## config.mk

```make
export PLATFORM = sky130hd
export DESIGN_NAME = pipe_hazard_ctrl
export DESIGN_NICKNAME = d
export VERILOG_FILES = /design/src/rtl/pipe_hazard_ctrl.sv
export SDC_FILE = /design/constraint.sdc
export NUM_CORES = 1
export LEC_CHECK = 0
export ABC_AREA = 1
export ABC_CLOCK_PERIOD_IN_PS = 3650
export CELL_PAD_IN_SITES_DETAIL_PLACEMENT = 0
export CELL_PAD_IN_SITES_GLOBAL_PLACEMENT = 2
export CORE_UTILIZATION = 19
export CTS_CLUSTER_DIAMETER = 60
export DETAILED_ROUTE_END_ITERATION = 10
export GPL_TIMING_DRIVEN = 0
export PLACE_DENSITY = 0.89
export RECOVER_POWER = 25
export SLEW_MARGIN = 15
export SYNTH_ARGS = -nofsm -noshare
export SYNTH_HDL_FRONTEND = slang
export SYNTH_SLANG_ARGS = --single-unit
```

## constraint.sdc

```tcl
create_clock -name clk_i -period 3.65 [get_ports clk_i]
set_input_delay 0.365 -clock clk_i [delete_from_list [all_inputs] [get_ports clk_i]]
set_output_delay 0.365 -clock clk_i [all_outputs]
set_load 0.005 [all_outputs]
```

## src/rtl/pipe_hazard_ctrl.sv

```systemverilog
`default_nettype none
// ============================================================================
//  Module   : pipe_hazard_ctrl
//  Purpose  : Central stall/flush sequencer for a 5-stage pipeline. Drives
//             the write-enable and flush controls of PC, IF/ID, ID/EX, EX/MEM
//             and MEM/WB, and selects the next-PC source. Handles load-use
//             stalls, MEM-resolved branches/jumps, MEM-stage exceptions
//             (overflow / undefined opcode), data-memory busy freeze and
//             exception return.
//  Revision : 1.0 - initial release
// ----------------------------------------------------------------------------
//  Parameters
//    LU_STALL_CYCLES : bubbles per load-use hazard (1..3)
//    EXC_MASK_NEST   : 1 = ignore new exceptions while one is active,
//                      0 = accept nested exceptions (EPC/cause overwritten)
//  Optional feature macro
//    HAZ_PERF_CNT_EN : when defined, stall_cnt_o / flush_cnt_o are live
//                      performance counters; otherwise both are tied to 0.
// ----------------------------------------------------------------------------
//  Ports
//    clk_i, rst_ni           : clock, asynchronous active-low reset
//    id_*_i                  : source registers of the instruction in ID
//    ex_*_i                  : load / writeback info of the instruction in EX
//    mem_*_i                 : branch/jump/exception info of instruction in MEM
//    eret_i                  : exception-return pulse from ID decode
//    dmem_busy_i             : data memory not ready (freezes the pipeline)
//    *_we_o / *_flush_o      : pipeline register enables / bubble insertion
//    pc_sel_o                : 0 PC+4, 1 branch, 2 jump, 3 exc vector, 4 EPC
//    epc_o, cause_o          : captured exception PC and cause
//    exc_active_o            : exception handler running
//    stall_cnt_o/flush_cnt_o : performance counters
// ============================================================================
module pipe_hazard_ctrl #(
    parameter int LU_STALL_CYCLES = 1,
    parameter int EXC_MASK_NEST   = 1
) (
    input  logic        clk_i,
    input  logic        rst_ni,
    input  logic [4:0]  id_rs_i,
    input  logic [4:0]  id_rt_i,
    input  logic        id_uses_rs_i,
    input  logic        id_uses_rt_i,
    input  logic        ex_memtoreg_i,
    input  logic        ex_regwrite_i,
    input  logic [4:0]  ex_rd_i,
    input  logic        mem_branch_i,
    input  logic        mem_zero_i,
    input  logic        mem_jump_i,
    input  logic        mem_overflow_i,
    input  logic        mem_undefine_i,
    input  logic [31:0] mem_pc_i,
    input  logic        eret_i,
    input  logic        dmem_busy_i,
    output logic        pc_we_o,
    output logic        if_id_we_o,
    output logic        id_ex_we_o,
    output logic        ex_mem_we_o,
    output logic        mem_wb_we_o,
    output logic        if_id_flush_o,
    output logic        id_ex_flush_o,
    output logic        ex_mem_flush_o,
    output logic        mem_wb_flush_o,
    output logic [2:0]  pc_sel_o,
    output logic [31:0] epc_o,
    output logic [1:0]  cause_o,
    output logic        exc_active_o,
    output logic [31:0] stall_cnt_o,
    output logic [31:0] flush_cnt_o
);

    typedef enum logic [1:0] {
        ST_RUN    = 2'd0,
        ST_LSTALL = 2'd1,
        ST_EXC    = 2'd2
    } state_e;

    localparam logic [2:0] PCSEL_SEQ    = 3'd0;
    localparam logic [2:0] PCSEL_BRANCH = 3'd1;
    localparam logic [2:0] PCSEL_JUMP   = 3'd2;
    localparam logic [2:0] PCSEL_EXC    = 3'd3;
    localparam logic [2:0] PCSEL_EPC    = 3'd4;

    localparam logic [1:0] CAUSE_NONE = 2'b00;
    localparam logic [1:0] CAUSE_OVF  = 2'b01;
    localparam logic [1:0] CAUSE_UND  = 2'b10;

    // Remaining bubbles loaded when a multi-cycle load-use stall starts; the
    // hazard cycle itself is the first bubble.
    localparam logic [1:0] LU_RELOAD = 2'(LU_STALL_CYCLES - 1);
    localparam bit         MASK_NEST = (EXC_MASK_NEST != 0);

    state_e      state_q, state_d;
    logic [1:0]  bub_cnt_q, bub_cnt_d;
    logic [31:0] epc_q, epc_d;
    logic [1:0]  cause_q, cause_d;
    logic        exc_active_q, exc_active_d;

    logic        w_exc_req;
    logic        w_taken;
    logic        w_rs_hit;
    logic        w_rt_hit;
    logic        w_load_use;
    state_e      w_resume_state;

    assign w_exc_req  = (mem_overflow_i | mem_undefine_i) & ~(exc_active_q & MASK_NEST);
    assign w_taken    = (mem_branch_i & mem_zero_i) | mem_jump_i;
    assign w_rs_hit   = id_uses_rs_i & (id_rs_i == ex_rd_i);
    assign w_rt_hit   = id_uses_rt_i & (id_rt_i == ex_rd_i);
    // $0 is hard-wired zero, so a load targeting it never creates a hazard.
    assign w_load_use = ex_memtoreg_i & ex_regwrite_i & (ex_rd_i != 5'd0) & (w_rs_hit | w_rt_hit);

    // A stall that is aborted or finishes returns to the handler state when
    // an exception is still being serviced.
    assign w_resume_state = exc_active_q ? ST_EXC : ST_RUN;

    // ------------------------------------------------------------------
    // State register
    // ------------------------------------------------------------------
    always_ff @(posedge clk_i or negedge rst_ni) begin
        if (!rst_ni) begin
            state_q      <= ST_RUN;
            bub_cnt_q    <= 2'd0;
            epc_q        <= 32'd0;
            cause_q      <= CAUSE_NONE;
            exc_active_q <= 1'b0;
        end else begin
            state_q      <= state_d;
            bub_cnt_q    <= bub_cnt_d;
            epc_q        <= epc_d;
            cause_q      <= cause_d;
            exc_active_q <= exc_active_d;
        end
    end

    // ------------------------------------------------------------------
    // Next-state and output decode, highest priority first
    // ------------------------------------------------------------------
    always_comb begin
        pc_we_o        = 1'b1;
        if_id_we_o     = 1'b1;
        id_ex_we_o     = 1'b1;
        ex_mem_we_o    = 1'b1;
        mem_wb_we_o    = 1'b1;
        if_id_flush_o  = 1'b0;
        id_ex_flush_o  = 1'b0;
        ex_mem_flush_o = 1'b0;
        mem_wb_flush_o = 1'b0;
        pc_sel_o       = PCSEL_SEQ;
        state_d        = state_q;
        bub_cnt_d      = bub_cnt_q;
        epc_d          = epc_q;
        cause_d        = cause_q;
        exc_active_d   = exc_active_q;

        if (!rst_ni) begin
            // Hold every stage and fill the pipe with bubbles during reset.
            pc_we_o        = 1'b0;
            if_id_we_o     = 1'b0;
            id_ex_we_o     = 1'b0;
            ex_mem_we_o    = 1'b0;
            mem_wb_we_o    = 1'b0;
            if_id_flush_o  = 1'b1;
            id_ex_flush_o  = 1'b1;
            ex_mem_flush_o = 1'b1;
            mem_wb_flush_o = 1'b1;
        end else if (dmem_busy_i) begin
            // Full freeze: MEM is held, so any pending event in MEM is
            // simply re-evaluated once the memory is ready.
            pc_we_o     = 1'b0;
            if_id_we_o  = 1'b0;
            id_ex_we_o  = 1'b0;
            ex_mem_we_o = 1'b0;
            mem_wb_we_o = 1'b0;
        end else if (w_exc_req) begin
            if_id_flush_o  = 1'b1;
            id_ex_flush_o  = 1'b1;
            ex_mem_flush_o = 1'b1;
            mem_wb_flush_o = 1'b1;
            pc_sel_o       = PCSEL_EXC;
            epc_d          = mem_pc_i;
            cause_d        = mem_undefine_i ? CAUSE_UND : CAUSE_OVF;
            exc_active_d   = 1'b1;
            state_d        = ST_EXC;
            bub_cnt_d      = 2'd0;
        end else if (w_taken) begin
            if_id_flush_o  = 1'b1;
            id_ex_flush_o  = 1'b1;
            ex_mem_flush_o = 1'b1;
            pc_sel_o       = mem_jump_i ? PCSEL_JUMP : PCSEL_BRANCH;
            state_d        = w_resume_state;
            bub_cnt_d      = 2'd0;
        end else if (eret_i && exc_active_q) begin
            if_id_flush_o = 1'b1;
            pc_sel_o      = PCSEL_EPC;
            exc_active_d  = 1'b0;
            cause_d       = CAUSE_NONE;
            state_d       = ST_RUN;
            bub_cnt_d     = 2'd0;
        end else if (w_load_use) begin
            pc_we_o       = 1'b0;
            if_id_we_o    = 1'b0;
            id_ex_flush_o = 1'b1;
            if (LU_STALL_CYCLES > 1) begin
                state_d   = ST_LSTALL;
                bub_cnt_d = LU_RELOAD;
            end
        end else if (state_q == ST_LSTALL) begin
            pc_we_o       = 1'b0;
            if_id_we_o    = 1'b0;
            id_ex_flush_o = 1'b1;
            bub_cnt_d     = bub_cnt_q - 2'd1;
            if (bub_cnt_q == 2'd1) begin
                state_d = w_resume_state;
            end
        end
    end

    assign epc_o        = epc_q;
    assign cause_o      = cause_q;
    assign exc_active_o = exc_active_q;

    // ------------------------------------------------------------------
    // Optional performance counters
    // ------------------------------------------------------------------
`ifdef HAZ_PERF_CNT_EN
    logic [31:0] stall_cnt_q;
    logic [31:0] flush_cnt_q;

    // Outside reset, if_id_flush_o is only raised by an exception, a taken
    // redirect or an eret, so it directly marks a control-flow flush.
    always_ff @(posedge clk_i or negedge rst_ni) begin
        if (!rst_ni) begin
            stall_cnt_q <= 32'd0;
            flush_cnt_q <= 32'd0;
        end else begin
            if (!pc_we_o) begin
                stall_cnt_q <= stall_cnt_q + 32'd1;
            end
            if (if_id_flush_o) begin
                flush_cnt_q <= flush_cnt_q + 32'd1;
            end
        end
    end

    assign stall_cnt_o = stall_cnt_q;
    assign flush_cnt_o = flush_cnt_q;
`else
    assign stall_cnt_o = 32'h0;
    assign flush_cnt_o = 32'h0;
`endif

endmodule
`default_nettype wire

```

==> results.toml, run 1 <==
[outcome]
outcome = "finished with violations"
violations = "design-rule violations"

[clocking]
hold_buffers = 0
cts_made_buffers = 5
cts-resized-gates = 0
cts_sinks = 35
cts_tree = "built"
cts_setup_buffers = 0
clkTransAtPathRegs_ns = 0.05
root_buffer = "clkbuf_16"
htreeDepth = 2
clockBufferDepth = 2
clkLatencyLatePin_ns = 0.27

[routing]
dr.pass1.iters = 9
first_iter_violations = 83
post_drt_wl_per_cell_um = 10.67
num_vias = 1863
drc = 12
via_per_inst = 3.375
ant_nets = 0
routed_wl_mm = 5.892

[synthesis]
ys_ff_latch = 35
yosysSeqAreaShare_pct = 38.46
syn_inst = 232
synth_cell_types = 18
syn_avg_cell_area_um2 = 9.815
syn_area_mm2 = 0.002277
ys_warn_count = 0

[power_and_ir_drop]
power_mw = 2.156
p_leak_nw = 2.072
p_per_area_mw_per_mm2 = 550.8
ir_drop_mv = 0.2898

[cells_and_area]
final_area_mm2 = 0.003915
drive_gt1_share_pct = 27.63
diodes = 0
num-fill-cells = 1183
area_growth_syn_to_layout_pct = 71.92
fin_nets = 469
layoutNonFillerInstCount = 552
postLayoutCoreUtil_pct = 33.85

[sta]
rsz0062_at_grt = "false"
worst_slew_pin_slew_ns = 1.080
max_freq_ghz = 0.3929
fin_hold_ws_ns = 0.02484
max_slew_margin_pct = 27.99
timing.final.crit_share_pct = 69.74
fin_worst_skew_ns = 0.002231
fin_crit_ns = 2.545
fin_setup_tns_ns = 0
setup-violations-final = 0
post-route-worst-setup-slack_ns = 1.105
hold_viol_final = 0
maxSlewViolCount = 0

[placement]
placed_cells = 545
dpl-instance-area_mm2 = 0.003776
dpl.hpwl_mm = 4.799
portBuffers = 106
post-place-ws_ns = 1.038
place_congestion = 0.7125

[grt]
grt_pass1_wl_mm = 9.411
grt_pass1_vias = 1862
grt_max_degree = 21
antenna_found_initial = 0
track_usage_pct = 9.492
grt.overflow.total = 0

[critical_path]
r2r_slack_ns = 2.16
reg2reg_depth = 6
slowest_stage = "clkdlybuf4s50_1"
crit_chain = "clkdlybuf4s50_1 -> nor2_4 -> nand2_4 -> buf_6 -> o41ai_1 -> clkdlybuf4s50_1"
path_max_fanout = 10
cp_top_family = "buffers and inverters"
worstSetupStartpointType = "input pin"
path_common_cell = "clkdlybuf4s50_1"
cpPeakStageDelay_ns = 0.57
crit_buf_inv = 3
worstSetupPathType = "input pin to output pin"
cp.arrival_ns = 2.18
r2r-start = "exc_active_o$_DFFE_PN0P_"
r2r-end = "epc_o[27]$_DFFE_PN0P_"
worstSetupEndpointType = "output pin"
required_ns = 3.28

[floorplan]
core_mm2 = 0.01156
die_w_um = 111.5
start_util_pct = 19.69
die_y_um = 111.5
std_cell_rows = 39
die_area_mm2 = 0.01243
boundaryPins = 171

[worst_hold_path]
hp-class = "input pin to async pin"

[flow_run]
drv_cap = 0
[cell usage in the layout, fill, tap and decap left out]
master,count
inv_1,22
nand3_1,6
o21bai_1,1
mux2_2,5
buf_2,1
nor2_4,1
o21ai_0,5
buf_6,3
conb_1,64
o41ai_1,1
mux2_4,27
clkdlybuf4s50_1,105
a21oi_1,2
dfrtp_1,35
clkinvlp_4,1
nand2_1,43
nor2_1,10
clkbuf_16,5
nand2_4,1
or2_2,1
bufinv_16,1
o211ai_1,1
buf_4,67
clkbuf_1,1
[kinds of logic after synthesis]
logic type             synth area share, %
buffers and inverters                27.20
AND/OR/NAND/NOR                      11.32
other                               0.1647
AO/OA/AOI/OAI                        2.583
flip-flops                           38.46
multiplexers                         20.27
[report_power, final]
group          total, mW  internal, mW  switching [mW]
sequential         0.699         0.583           0.115
combinational      0.988         0.702           0.287
clock              0.469         0.318           0.151
total               2.16          1.60           0.554
[cell usage after synthesis]
cell      count  area (um2)
a21oi_1       2       10.01
buf_4        67       503.0
buf_6         3       33.78
conb_1        1       3.750
dfrtp_1      35       875.8
inv_1        22       82.58
mux2_2        5       56.30
mux2_4       27       405.4
nand2_1      43       161.4
nand2_4       1       11.26
nand3_1       6       30.03
nor2_1       10       37.54
nor2_4        1       11.26
o211ai_1      1       7.510
o21ai_0       5       25.02
o21bai_1      1       7.510
o41ai_1       1       8.760
or2_2         1       6.260
[state kept, by name, indices dropped and copies added (netlist names)]
signal / flops
epc_o: 32
cause_o: 2
exc_active_o: 1
[routing by layer]
metal	global-route usage (%)	part of all wire [%]	up-vias
li1	-	-	948
met1	10.96	41	828
met2	17.54	51	85
met3	2.014	7.3	2
met4	2.703	0.70	0
met5	0	0	-
[area by class of cell]
cell class | instances | area (um2) | share of cell area [%]
plain buffers | 70 | 536.8 | 13.71
clock buffers | 5 | 125.1 | 3.196
clock inverters | 2 | 37.54 | 0.9588
inverters | 22 | 82.58 | 2.109
multi-input cells | 168 | 1018 | 26.01
flip-flops and latches | 35 | 875.8 | 22.37
well taps | 143 | 178.9 | 4.570
repair buffers | 107 | 1060 | 27.07
[worst max path at each step]
stage / startpoint / end / cells after the start / slack (ns)
floorplan: exc_active_o$_DFFE_PN0P_ / pc_we_o / 10 / 2.18
global placement: rst_ni / pc_sel_o[0] / 7 / -0.41
detailed placement: rst_ni / pc_sel_o[0] / 7 / 1.04
CTS: rst_ni / pc_sel_o[0] / 7 / 1.03
global route: rst_ni / pc_sel_o[0] / 7 / 0.95
finish: dmem_busy_i / pc_sel_o[0] / 6 / 1.10
(Power assumes the default switching activity.)
==> run 2, diff against run 1 <==
ABC_CLOCK_PERIOD_IN_PS = 2400   (was 3650)
CORE_UTILIZATION = 18   (was 19)
PLACE_DENSITY = 0.86   (was 0.89)
clock period = 2.4 ns   (was 3.65 ns; I/O delays follow)
==> run 2 against run 1 <==
Compared with the run above: via count increased by 1.3%; the run now ends clean; register-to-register slack worse by 1.2 ns; combinational power increased by 54%; critical path depth unchanged; total power grew 49%.
==> results.toml, run 2 (same netlist as run 1, synthesis figures left out) <==
[grt]
grt_pass1_vias = 1762
grt_pass1_wl_mm = 8.673
track_usage_pct = 8.480
antenna_found_initial = 0
grt_max_degree = 28
grt.overflow.total = 0

[floorplan]
die_y_um = 114.5
core_mm2 = 0.01216
boundaryPins = 171
std_cell_rows = 40
die_area_mm2 = 0.01310
die_w_um = 114.5
start_util_pct = 18.72

[critical_path]
path_max_fanout = 10
path_common_cell = "clkdlybuf4s50_1"
required_ns = 2.16
worstSetupStartpointType = "input pin"
slowest_stage = "clkdlybuf4s50_1"
cp.arrival_ns = 2.03
worstSetupEndpointType = "output pin"
crit_chain = "clkdlybuf4s50_1 -> nor2_4 -> nand2_4 -> buf_6 -> o41ai_1 -> clkdlybuf4s50_1"
worstSetupPathType = "input pin to output pin"
reg2reg_depth = 6
cpPeakStageDelay_ns = 0.57

[placement]
portBuffers = 106
place_congestion = 0.7322
post-place-ws_ns = 0.1225
dpl.hpwl_mm = 4.706
dpl-instance-area_mm2 = 0.003800

[clocking]
cts_made_buffers = 5
cts_sinks = 35
root_buffer = "clkbuf_16"
cts_tree = "built"
clkLatencyLatePin_ns = 0.27
clkTransAtPathRegs_ns = 0.06
htreeDepth = 2
clockBufferDepth = 2

[sta]
timing.final.crit_share_pct = 94.66
setup-violations-final = 0
fin_hold_ws_ns = 0.4887
fin_crit_ns = 2.272
post-route-worst-setup-slack_ns = 0.1282
fin_setup_tns_ns = 0
max_freq_ghz = 0.4402
hold_viol_final = 0
rsz0062_at_grt = "false"
worst_slew_pin_slew_ns = 1.446
maxSlewViolCount = 0
fin_worst_skew_ns = 0.005092
max_slew_margin_pct = 3.579

[routing]
routed_wl_mm = 5.759
num_vias = 1887
ant_nets = 0
dr.pass1.iters = 4
first_iter_violations = 82
post_drt_wl_per_cell_um = 9.929
drc = 0
via_per_inst = 3.253

[power_and_ir_drop]
ir_drop_mv = 0.3486
p_leak_nw = 2.066
p_per_area_mw_per_mm2 = 812.4

[cells_and_area]
num-fill-cells = 1277
final_common_cell = "clkdlybuf4s50_1"
postLayoutCoreUtil_pct = 32.45
diodes = 0
largest_register_ffs = 32
final_area_mm2 = 0.003946
area_growth_syn_to_layout_pct = 73.30
fin_nets = 471
final_cell_mix = "105 x clkdlybuf4s50_1, 67 x buf_4, 64 x conb_1"
drive_gt1_share_pct = 27.67

[outcome]
outcome = "complete, no violations"

[flow_run]
drv_cap = 0

[worst_hold_path]
hp-class = "flip-flop to flip-flop"
min_path_cells = 2
run 2: cell types whose count changed in the layout (fill, tap and decap cells not counted):
| cell | before | now |
|---|---|---|
| dlygate4sd3_1 | 0 | 2 |
| nand2_2 | 0 | 1 |
| bufinv_16 | 1 | 0 |
| clkinv_2 | 0 | 1 |
| buf_2 | 1 | 0 |
| clkbuf_1 | 1 | 3 |
| inv_2 | 0 | 1 |
| nand2_1 | 43 | 42 |
| inv_1 | 22 | 21 |
run 2: area by class of cell:
class | count | area, um2 | area share [%]
Buffer | 70 | 536.8 | 13.60
Clock buffer | 6 | 128.9 | 3.266
Clock inverter | 2 | 12.51 | 0.3171
Inverter | 22 | 82.58 | 2.093
Multi-Input combinational cell | 168 | 1021 | 25.87
Sequential cell | 35 | 875.8 | 22.19
Tap cell | 168 | 210.2 | 5.327
Timing Repair Buffer | 109 | 1079 | 27.33
run 2: routing by layer:
layer / track usage (%) / vias up / part of all wire, %
li1: - / 953 / -
met3: 3.441 / 6 / 11
met5: 0 / - / 0
met2: 13.94 / 111 / 48
met1: 10.30 / 817 / 41
met4: 2.078 / 0 / 1.1
run 2: final timing paths:
kind | start | endpoint | slack [ns]
max in group asynchronous | rst_ni | cause_o[1]$_DFFE_PN0P_ | 0.49
hold / removal | cause_o[1]$_DFFE_PN0P_ | cause_o[1]$_DFFE_PN0P_ | 0.49
min in group asynchronous | rst_ni | epc_o[9]$_DFFE_PN0P_ | 0.53
setup reg to reg | exc_active_o$_DFFE_PN0P_ | epc_o[3]$_DFFE_PN0P_ | 0.95
hold reg to reg | cause_o[1]$_DFFE_PN0P_ | cause_o[1]$_DFFE_PN0P_ | 0.49
setup / recovery | dmem_busy_i | pc_sel_o[0] | 0.13
run 2: stage by stage:
stage | power (mW) | cells
3_5_place_dp | 2.589 | 570
3_3_place_gp | 2.556 | 569
2_1_floorplan | 1.711 | 295
4_1_cts | 3.245 | 580
5_1_grt | 3.403 | 580
6_report | 3.206 | 580
run 2: what timing repair did:
item                                    in CTS  in global routing
endpoints found under the setup margin       0                  3
hold buffers                                 2                  0
setup buffers                                0                  0
resized for setup                            0                  2
endpoints found under the hold margin        8                  0
run 2: report_power, final:
part	internal [mW]	switching, mW
clock network	0.383	0.239
registers	0.887	0.174
logic	1.07	0.452
total	2.34	0.865
run 2: critical path, delay by kind of cell:
family	cells	cell delay, ns
compound gates	1	0.07
buf+inv	3	1.29
simple gates	2	0.43
==> run 3, diff against run 2 <==
CAP_MARGIN = 40   (was not set)
==> results of run 3 <==
No change in the layout: final DEF, timing and power equal those of run 2.
